--- config.mk ---
export PLATFORM = sky130hd
export DESIGN_NAME = fifo_write_arbiter
export DESIGN_NICKNAME = d
export VERILOG_FILES = /design/src/rtl/fifo_write_arbiter.sv
export SDC_FILE = /design/constraint.sdc
export NUM_CORES = 1
export LEC_CHECK = 0
export BUFFER_PORTS_ARGS = -buffer_cell sky130_fd_sc_hd__buf_2
export CAP_MARGIN = 5
export CORE_UTILIZATION = 35
export CTS_BUF_LIST = sky130_fd_sc_hd__clkbuf_8
export DETAILED_ROUTE_END_ITERATION = 10
export GPL_TIMING_DRIVEN = 0
export PLACE_DENSITY_LB_ADDON = 0.25
export SYNTH_ARGS = -nofsm -noshare
export SYNTH_HDL_FRONTEND = slang
export SYNTH_SLANG_ARGS = --single-unit
--- constraint.sdc ---
create_clock -name clk -period 4.5 [get_ports clk]
set_clock_uncertainty 0.15 [all_clocks]
set_input_delay 0.675 -clock clk [delete_from_list [all_inputs] [get_ports clk]]
set_output_delay 0.675 -clock clk [all_outputs]
set_load 0.02 [all_outputs]
--- src/rtl/fifo_write_arbiter.sv ---
// rtl/fifo_write_arbiter.sv - round-robin arbiter sharing one FIFO write port among producers
//
// Purpose: grants one producer at a time for a burst of up to MAX_BURST beats,
// forwards its beats to the FIFO write side and stalls while the FIFO is full.
// Ports:
//   clk, rst            clock, synchronous active-high reset
//   req_valid/req_data  per-producer beat offer (req_data word k at [k*DATA_WIDTH +: DATA_WIDTH])
//   req_ready           per-producer accept, combinational, only for the granted producer
//   fifo_full           FIFO full flag (same cycle)
//   fifo_write_enable   write strobe, asserted on each accepted beat
//   fifo_data_in        granted producer's beat split into PAR_WRITE words
//   busy, grant_id      grant active / index of granted producer
module fifo_write_arbiter #(
  parameter int DATA_WIDTH = 8,
  parameter int PAR_WRITE  = 1,
  parameter int NUM_REQ    = 4,
  parameter int MAX_BURST  = 4
) (
  input  logic                              clk,
  input  logic                              rst,
  input  logic [NUM_REQ-1:0]                req_valid,
  input  logic [DATA_WIDTH*PAR_WRITE-1:0]   req_data [NUM_REQ],
  output logic [NUM_REQ-1:0]                req_ready,
  input  logic                              fifo_full,
  output logic                              fifo_write_enable,
  output logic [DATA_WIDTH-1:0]             fifo_data_in [PAR_WRITE],
  output logic                              busy,
  output logic [$clog2(NUM_REQ)-1:0]        grant_id
);

  localparam int IW = $clog2(NUM_REQ);
  localparam int CW = $clog2(MAX_BURST + 1);

  typedef enum logic {IDLE, GRANT} state_t;

  state_t          state;
  logic [IW-1:0]   rr_ptr;
  logic [CW-1:0]   burst_cnt;

  logic            in_grant;
  logic            beat;
  logic            pick_valid;
  logic [IW-1:0]   pick_id;
  logic [IW:0]     scan_idx;
  logic [IW-1:0]   next_ptr;

  assign in_grant = (state == GRANT);
  assign busy     = in_grant;

  // Reset gates the strobe so an interrupted burst never writes on the reset cycle.
  assign beat              = in_grant && !rst && !fifo_full && req_valid[grant_id];
  assign fifo_write_enable = beat;

  always_comb begin
    req_ready = '0;
    if (in_grant && !rst && !fifo_full) begin
      req_ready[grant_id] = 1'b1;
    end
  end

  always_comb begin
    for (int k = 0; k < PAR_WRITE; k++) begin
      fifo_data_in[k] = in_grant ? req_data[grant_id][k*DATA_WIDTH +: DATA_WIDTH] : '0;
    end
  end

  // Scan from the far end back toward rr_ptr so the nearest valid index wins last.
  always_comb begin
    pick_valid = 1'b0;
    pick_id    = '0;
    scan_idx   = '0;
    for (int i = NUM_REQ - 1; i >= 0; i--) begin
      scan_idx = {1'b0, rr_ptr} + (IW+1)'(i);
      if (scan_idx >= (IW+1)'(NUM_REQ)) begin
        scan_idx = scan_idx - (IW+1)'(NUM_REQ);
      end
      if (req_valid[scan_idx[IW-1:0]]) begin
        pick_valid = 1'b1;
        pick_id    = scan_idx[IW-1:0];
      end
    end
  end

  assign next_ptr = (grant_id == IW'(NUM_REQ - 1)) ? '0 : grant_id + 1'b1;

  always_ff @(posedge clk) begin
    if (rst) begin
      state     <= IDLE;
      rr_ptr    <= '0;
      grant_id  <= '0;
      burst_cnt <= '0;
    end else begin
      case (state)
        IDLE: begin
          if (pick_valid) begin
            grant_id  <= pick_id;
            burst_cnt <= '0;
            state     <= GRANT;
          end
        end
        GRANT: begin
          if (!req_valid[grant_id]) begin
            // Producer withdrew: burst over, no beat this cycle.
            rr_ptr <= next_ptr;
            state  <= IDLE;
          end else if (beat) begin
            if (burst_cnt == CW'(MAX_BURST - 1)) begin
              rr_ptr <= next_ptr;
              state  <= IDLE;
            end else begin
              burst_cnt <= burst_cnt + 1'b1;
            end
          end
        end
        default: state <= IDLE;
      endcase
    end
  end

endmodule

# Yosys cells after proc, flatten, opt, wreduce, memory -nomap -nowiden
# Cells that the tools add are included.
dict set report classes {
  muxes 43
  n_lt_le_gt_ge 11
  n_eq_ne 8
  addsub 9
  n_reduce_logical 9
  bitwise 2
}
# op count
set op_table {}
lappend op_table {{2-to-1 mux 2 bit} 12}
lappend op_table {{2-to-1 mux 8 bit} 3}
lappend op_table {{binary-select mux 8 bit (select 2 bit)} 1}
lappend op_table {{< comparator 2 x 3 -> 1 bit, second input constant} 5}
lappend op_table {{2-to-1 mux 1 bit} 14}
lappend op_table {{greater-or-equal comparator 3 bit, second input constant} 4}
lappend op_table {{2-to-1 mux 3 bit} 4}
lappend op_table {{binary-select mux 1 bit (select 2 bit)} 5}
lappend op_table {{inequality test 2 bit, second input constant} 4}
lappend op_table {{subtractor 2 x 1 -> 2 bit, second input constant} 4}
lappend op_table {{adder 2 x 2 -> 3 bit, second input constant} 2}
lappend op_table {{one-hot mux 3 bit (2 select lines)} 1}
lappend op_table {{logical AND 1 bit} 4}
lappend op_table {{2-to-1 mux 4 bit} 1}
lappend op_table {{inequality test 2 x 1 -> 1 bit, second input constant} 2}
lappend op_table {{AND reduction 4 bit} 1}
lappend op_table {{adder 2 x 1 -> 3 bit, second input constant} 1}
lappend op_table {{adder 3 x 1 -> 3 bit, second input constant} 1}
lappend op_table {{== test 3 x 2 -> 1 bit, second input constant} 1}
lappend op_table {{greater-or-equal comparator 2 x 3 -> 1 bit, second input constant} 1}
lappend op_table {{inverter 2 -> 3 bit} 1}
lappend op_table {{AND reduction 3 bit} 1}
lappend op_table {{adder 2 x 1 -> 2 bit, second input constant} 1}
lappend op_table {{demux 1 bit (select 2 bit)} 1}
lappend op_table {{other kinds (6)} 7}
dict set report totals {
  output_inout_bits 16
  elab_cells 86
  in_bits 39
  regBits 8
}

# Depth between registers and ports, before layout
# Gate-level depths: netlist (run 1).
dict set report logic_depth {
  ltp_word 11
  ltp_mapped 6
  ltp_nobuf 6
}

# Worst setup path after synthesis (run 1)
# OpenSTA, ideal clock, no wires.
dict set report synth_path {
  path_type {reg-to-output}
  start {register grant_id[0]}
  end {output fifo_data_in[0] (netlist name)}
  stages_incl_launch_ff 4
  arrival_time_ns 1.507
  path_slack_ns 2.168
  required_time_ns 3.675
  path_buffers 1
  path_cell_list {dfxtp_1 -> buf_6 -> mux4_2 -> and2_1}
}
# element line
set synth_lines {}
lappend synth_lines {{from (decl)} 28} ;# output logic [$clog2(NUM_REQ)-1:0] grant_id
lappend synth_lines {{from (signal assigned)} 96} ;# grant_id <= pick_id;
lappend synth_lines {{to (decl)} 26} ;# output logic [DATA_WIDTH-1:0] fifo_data_in [PAR_WRITE],

==> run_results.csv, run 1 <==
group,metric,value,unit
final_layout,finish.net_count,190,
clock_network,cts.clk_slew.worst_paths,0.04,ns
drt,postRouteAntennaNets,0,
yosys,synthesis.instances,86,
clock_network,cts_setup_buffers,0,
setup_path,timing.rr.end,"rr_ptr[1]",
yosys,synth-adder-area-share,8.837,%
min_path,holdCritStartpoint,"burst_cnt[0]",
floorplanning,core_area,2255,sq um
clock_network,clock_tree.root_cell,"clkbuf_8",
setup_path,worst_setup_path_start_kind,"flip-flop",
setup_path,critical_path.reg2reg.startpoint,"grant_id[1]",
yosys,post_synth_xor_area_fraction,0,%
sta,fmaxAchievable,379.8,MHz
run_status,outcome,"finished clean",
clock_network,clock_path_buffers,2,
global_routing,via_count_of_the_first_global_routing_pass,895,
drt,drt_drc_violations_left,0,
floorplanning,initial_standard_cell_utilization_of_the_core,37.68,%
power_and_ir_drop,powerDensity,225.4,nW/um^2
min_path,hold-path-cell-count,1,
setup_path,crit_path_max_fanout,10,
drt,routed_wire_length_per_instance,13.40,um
placement,place.port_buffers,54,
clock_network,clock_latency,0.23,ns
global_routing,antenna_found_initial,0,
drt,drt-vias-per-instance,5.211,
global_routing,grt_util_all_layers,18.95,%
yosys,summed_instance_area_of_the_synthesized_netlist,849.6,sq um
floorplanning,floorplan.die_area,2628,sq um
sta,grt_setup_unrepaired,"false",
floorplanning,die_y,51.27,um
setup_path,crit_path_end_kind,"output port",
yosys,combinational_family_with_the_most_area_after_synthesis,"multiplexers",
final_layout,antenna_cell_count,0,
sta,final.setup.tns,0,ns
drt,drt-total-wl,2291,um
yosys,synthesis.yosys.warnings,0,
sta,worst_slew_pin_slew,0.5759,ns
clock_network,post_cts_hold_buffer_count,0,
power_and_ir_drop,p_leak,0.0005595,uW
sta,shortest_clock_period_the_worst_path_allows_after_layout,2.633,ns
clock_network,cts_tree,"yes",
yosys,share_of_cell_area_taken_by_muxes_after_synthesis,26.51,%
setup_path,cp.arrival,1.81,ns
sta,final-hold-violation-count,0,
placement,gp_congestion,0.7511,
floorplanning,num_io_pins,55,
min_path,hp_class,"reg2reg",
global_routing,global_route_wire_length_before_repair,3636,um
yosys,synthSimpleGateAreaFrac,22.39,%
drt,drt_pass1_iterations,3,
clock_network,tritoncts_num_sinks,8,
global_routing,grt.overflow.total,0,
yosys,synth-compound-area-share,16.64,%
clock_network,post_cts_resized,0,
clock_network,cts-buffers-inserted,3,
placement,dp_hpwl,1907,um
floorplanning,core.rowCount,17,
setup_path,critPathRequiredTime,3.67,ns
final_layout,layout-area-overhead-vs-synth,40.80,%
clock_network,htreeDepth,1,
yosys,ys_types,28,
sta,relSlewSlack,61.52,%
min_path,whs_endpoint,"burst_cnt[0]",
sta,share_of_the_clock_period_used_by_the_worst_path,58.51,%
final_layout,ratio_of_cells_with_drive_above_1_in_the_final_layout,51.75,%
sta,setup_viol,0,
setup_path,timing.setup.critical_path_class,"reg2out",
setup_path,r2r_setup_slack,2.76,ns
setup_path,r2r.worst_path.cells,6,
yosys,proportion_of_synthesized_chip_area_in_sequential_cells,18.85,%
power_and_ir_drop,worst_ir_drop_vdd,191.4,uV
global_routing,grt_max_degree,11,
sta,timing_max_transition_violations_final,0,
power_and_ir_drop,post-layout-total-power,269.7,uW
floorplanning,die-width,51.27,um
yosys,ys_seq_elements,8,
yosys,postSynthNetCount,131,
flow_run,max_cap_viol_count,0,
yosys,synthesis.area_per_instance,9.879,sq um
drt,route.vias.total,891,
drt,drt_first_iter_violations,9,
-- cell usage in the layout (no fill, tap or decap), types with 2 or more instances in the layout --
master    netlist  routed
dfxtp_1         8       8
nand4b_1        3       3
buf_2           1      55
inv_1           9       9
clkbuf_1        2       2
mux2_2          2       2
mux4_2          9       9
nor2b_1         2       2
and2_1         12      12
o21ai_0         6       6
a21oi_1         5       5
ha_1            6       6
a221oi_1        2       2
clkbuf_8        0       3
nand2_1         4       4
o41ai_1         2       2
-- layout make-up --
class | count | area, sq um
Tap cell | 28 | 35.03
Buffer | 4 | 23.77
Multi-Input combinational cell | 65 | 631.9
Fill cell | 231 | 1059
Sequential cell | 8 | 160.2
Clock buffer | 3 | 41.29
Timing Repair Buffer | 54 | 270.3
Inverter | 9 | 33.78
-- worst max path at each step --
stage	start	endpoint	slack, ns	cells past startpoint
after floorplan	grant_id[0]	fifo_data_in[0]	2.17	3
after global placement	req_valid[1]	fifo_write_enable	1.97	4
after detailed placement	req_valid[1]	fifo_write_enable	1.97	4
after CTS	grant_id[0]	fifo_data_in[2]	1.85	4
after global routing	grant_id[0]	fifo_data_in[0]	1.78	4
final	grant_id[0]	fifo_data_in[2]	1.87	4
-- cells by family after synthesis --
family | after synthesis
buffers and inverters | 13
and+or+nand+nor | 29
muxes | 11
adders and majority gates | 6
AOI/OAI and AO/OA | 19
DFF | 8
-- power by group --
group          internal, uW  leakage, uW  switching, uW
registers              75.3    0.0000653           5.55
clock network          58.1    0.0000216           30.3
logic                  50.6     0.000473           49.7
-- Yosys cell counts (all sizes together) --
| library cell | number | share of area [%] |
|---|---|---|
| mux4 | 9 | 24 |
| o21ai | 6 | 3.5 |
| mux2 | 2 | 2.7 |
| nor2 | 1 | 0.44 |
| nor3b | 2 | 2.4 |
| o221ai | 1 | 1.0 |
| dfxtp | 8 | 19 |
| a211o | 1 | 1.0 |
| nor2b | 2 | 1.5 |
| and2 | 13 | 9.7 |
| nor3 | 1 | 0.59 |
| o41ai | 3 | 5.3 |
| a221oi | 2 | 2.1 |
| ha | 6 | 8.8 |
| clkbuf | 2 | 0.88 |
| nand2 | 4 | 1.8 |
| buf | 2 | 1.9 |
| a21oi | 5 | 2.9 |
| nand4b | 3 | 3.1 |
| or2b | 1 | 0.88 |
| inv | 9 | 4.0 |
| o22ai | 1 | 0.74 |
| nand2b | 1 | 0.74 |
| nand3b | 1 | 1.3 |
-- worst max-delay path, cell delays in order (launching register included) --
cell and delay (ns):
dfxtp_1 0.53, buf_6 0.23, mux4_2 0.50, and2_1 0.16
buf_2 0.15
-- layer usage --
metal,track usage (%),routed length [um],share of wire [%]
met5,0,0,0
met4,8.559,44,1.9
met3,3.274,131,5.7
met2,37.50,1245,54
met1,18.80,869,38
-- metrics by stage --
step / utilization, % / setup WS (ns) / instance area (sq um) / hold slack [ns] / instances
6_report: 53.05 / 1.867 / 1196 / 0.3442 / 171
5_1_grt: 53.05 / 1.784 / 1196 / 0.3844 / 171
4_1_cts: 53.05 / 1.849 / 1196 / 0.3453 / 171
3_5_place_dp: 51.22 / 1.975 / 1155 / 0.3405 / 168
3_3_place_gp: 51.22 / 1.973 / 1155 / 0.3220 / 168
2_1_floorplan: - / 2.168 / 849.6 / 0.3023 / 86
-- flip-flops by register name, indices dropped and copies added (netlist names) --
signal     cells
burst_cnt      3
grant_id       2
rr_ptr         2
busy           1
Note: power is estimated with default switching activity, not from simulation.
==> run 2, diff against run 1 <==
==> constraint.sdc (replaced) <==
create_clock -name clk -period 2.2 [get_ports clk]
set_clock_uncertainty 0.15 [all_clocks]
set_input_delay 0.33 -clock clk [delete_from_list [all_inputs] [get_ports clk]]
set_output_delay 0.33 -clock clk [all_outputs]
set_load 0.02 [all_outputs]
==> run 2 against run 1 <==
  * Non-clock buffer count unchanged
  * Sequential power up 110%
  * Sequential share of layout area is 0.33 points higher
  * Die area unchanged
  * Final cell count stayed put
  * Combinational power increased by 110%
  * Via count shrank 0.79%
  * First-iteration DRC count grew 11%
  * Power is 100% higher
  * Hold slack about the same
  * Clock power grew 100%
  * Design area rose by 0.63%
==> run_results.csv, run 2 (synthesized netlist as in run 1, its figures left out) <==
group,metric,value,unit
placement,gp_congestion,0.7511,
drt,drt_drc_violations_left,0,
final_layout,max_flop_register,"burst_cnt",
power_and_ir_drop,cell_internal_pwr,377.2,uW
clock_network,cts-buffers-inserted,3,
placement,dpl-instance-area,1155,sq um
final_layout,final_cell_area,1204,sq um
clock_network,htreeDepth,1,
final_layout,most-common-layout-cells,"buf_2, and2_1, inv_1, mux4_2",
drt,routed_wire_length_per_instance,13.63,um
sta,relSlewSlack,61.86,%
setup_path,worstPathCellList,"buf_6, mux4_2, and2_1, buf_2",
final_layout,finish.net_count,190,
setup_path,critPathRequiredTime,1.72,ns
final_layout,final_common_cell,"buf_2",
power_and_ir_drop,worst_ir_drop_vdd,392.2,uV
floorplanning,die-width,51.27,um
power_and_ir_drop,powerDensity,457.9,nW/um^2
final_layout,ratio_of_cells_with_drive_above_1_in_the_final_layout,53.15,%
power_and_ir_drop,power_switching,174.0,uW
drt,drt_first_iter_violations,10,
floorplanning,floorplan.die_area,2628,sq um
floorplanning,num_io_pins,55,
min_path,hp_class,"reg2reg",
power_and_ir_drop,combPwrFrac,37.5,%
power_and_ir_drop,seq_power_share,30.1,%
global_routing,antenna_found_initial,0,
power_and_ir_drop,p_leak,0.0005601,uW
final_layout,antenna_cell_count,0,
placement,place.port_buffers,54,
sta,fmaxAchievable,470.3,MHz
sta,final.setup.tns,0,ns
setup_path,crit_path_max_fanout,10,
floorplanning,core.rowCount,17,
setup_path,critical-path-slowest-cell,"mux4_2",
sta,grt_setup_unrepaired,"false",
setup_path,critPathBufInv,2,
clock_network,tritoncts_num_sinks,8,
final_layout,layout-area-overhead-vs-synth,41.68,%
sta,timing_max_transition_violations_final,0,
drt,route.vias.total,884,
final_layout,layout_top_registers,"burst_cnt: 3 flops, grant_id: 2 flops, rr_ptr: 2 flops",
setup_path,worst_setup_path_start_kind,"flip-flop",
power_and_ir_drop,power.share.switching,31.56,%
drt,postRouteAntennaNets,0,
sta,worst_slew_pin_slew,0.5708,ns
global_routing,grt_max_degree,11,
setup_path,worst_path_largest_cell_delay,0.52,ns
global_routing,via_count_of_the_first_global_routing_pass,895,
global_routing,grt.overflow.total,0,
clock_network,clock_tree.root_cell,"clkbuf_8",
clock_network,cts_tree,"yes",
setup_path,cp.arrival,1.65,ns
global_routing,global_route_wire_length_before_repair,3636,um
final_layout,largest_register_ffs,3,
setup_path,crit_path_end_kind,"output port",
global_routing,grt_util_all_layers,18.96,%
clock_network,cts_setup_buffers,0,
floorplanning,initial_standard_cell_utilization_of_the_core,37.68,%
sta,setup_viol,0,
setup_path,timing.setup.critical_path_class,"reg2out",
floorplanning,core_area,2255,sq um
clock_network,clock_path_buffers,2,
drt,drt-total-wl,2331,um
drt,drt-vias-per-instance,5.170,
sta,shortest_clock_period_the_worst_path_allows_after_layout,2.126,ns
drt,drt_pass1_iterations,4,
power_and_ir_drop,share_clk_of_total_power,32.5,%
placement,dp_hpwl,1907,um
flow_run,max_cap_viol_count,0,
clock_network,clock_latency,0.23,ns
sta,final-hold-violation-count,0,
floorplanning,die_y,51.27,um
run_status,outcome,"finished clean",
clock_network,cts.clk_slew.worst_paths,0.04,ns
clock_network,post_cts_hold_buffer_count,0,
sta,share_of_the_clock_period_used_by_the_worst_path,96.64,%
setup_path,timing.critical_path.max_delay_family,"multiplexers",
-- run 2: changes by cell type in the layout (fill, tap and decap cells not counted), sizes merged --
cell    previous run  this run
clkbuf             5         6
buf               56        55
-- run 2: worst paths after layout --
| path | from | endpoint | slack [ns] | cells past startpoint |
|---|---|---|---|---|
| setup / recovery | grant_id[0] | fifo_data_in[5] | 0.07 | 4 |
| hold / removal | burst_cnt[0] | burst_cnt[0] | 0.34 | 1 |
| setup reg to reg | busy | rr_ptr[1] | 0.48 | 5 |
| hold reg to reg | burst_cnt[0] | burst_cnt[0] | 0.34 | 1 |
-- run 2: final cells by class --
type                       count  area, sq um
tap                           28        35.03
fill                         230         1051
timing repair buffer          54        270.3
sequential                     8        165.2
buffer                         4        26.28
inverter                       9        33.78
multi-input combinational     65        631.9
clock buffer                   3        41.29
-- run 2: repair_timing --
item,in CTS,in global routing
endpoints found under the setup margin,7,9
pin swaps,0,0
resized for setup,1,3
-- run 2: metrics by stage --
stage	utilization, %	worst slack, ns	hold WS (ns)	total power, uW	std cells
floorplan	-	0.2131	0.3023	294.9	86
global placement	51.22	0.1765	0.3220	365.8	168
detailed placement	51.22	0.1403	0.3405	374.6	168
CTS	53.11	0.02174	0.3453	557.4	171
global route	53.39	0.008322	0.3843	584.8	171
finish	53.39	0.07384	0.3442	551.2	171
-- run 2: power by group through the flow --
stage	combinational, uW	sequential, uW	clock (uW)
CTS	208	166	184
floorplan	125	170	0
detailed placement	207	168	0
global placement	199	167	0
finish	207	166	179
global route	227	168	191
-- run 2: worst register-to-register path: stages, from the launching register on --
cell,delay (ns)
dfxtp_1,0.38
clkbuf_1,0.35
inv_1,0.22
nor3b_2,0.31
o21ai_0,0.13
o41ai_1,0.07
-- run 2: layer usage --
metal  track usage [%]  vias up  routed length, um
met4             8.559        0                 27
li1                  -      437                  -
met2             37.50       32               1284
met1             18.83      411                897
met5                 0        -                  0
met3             3.274        4                121
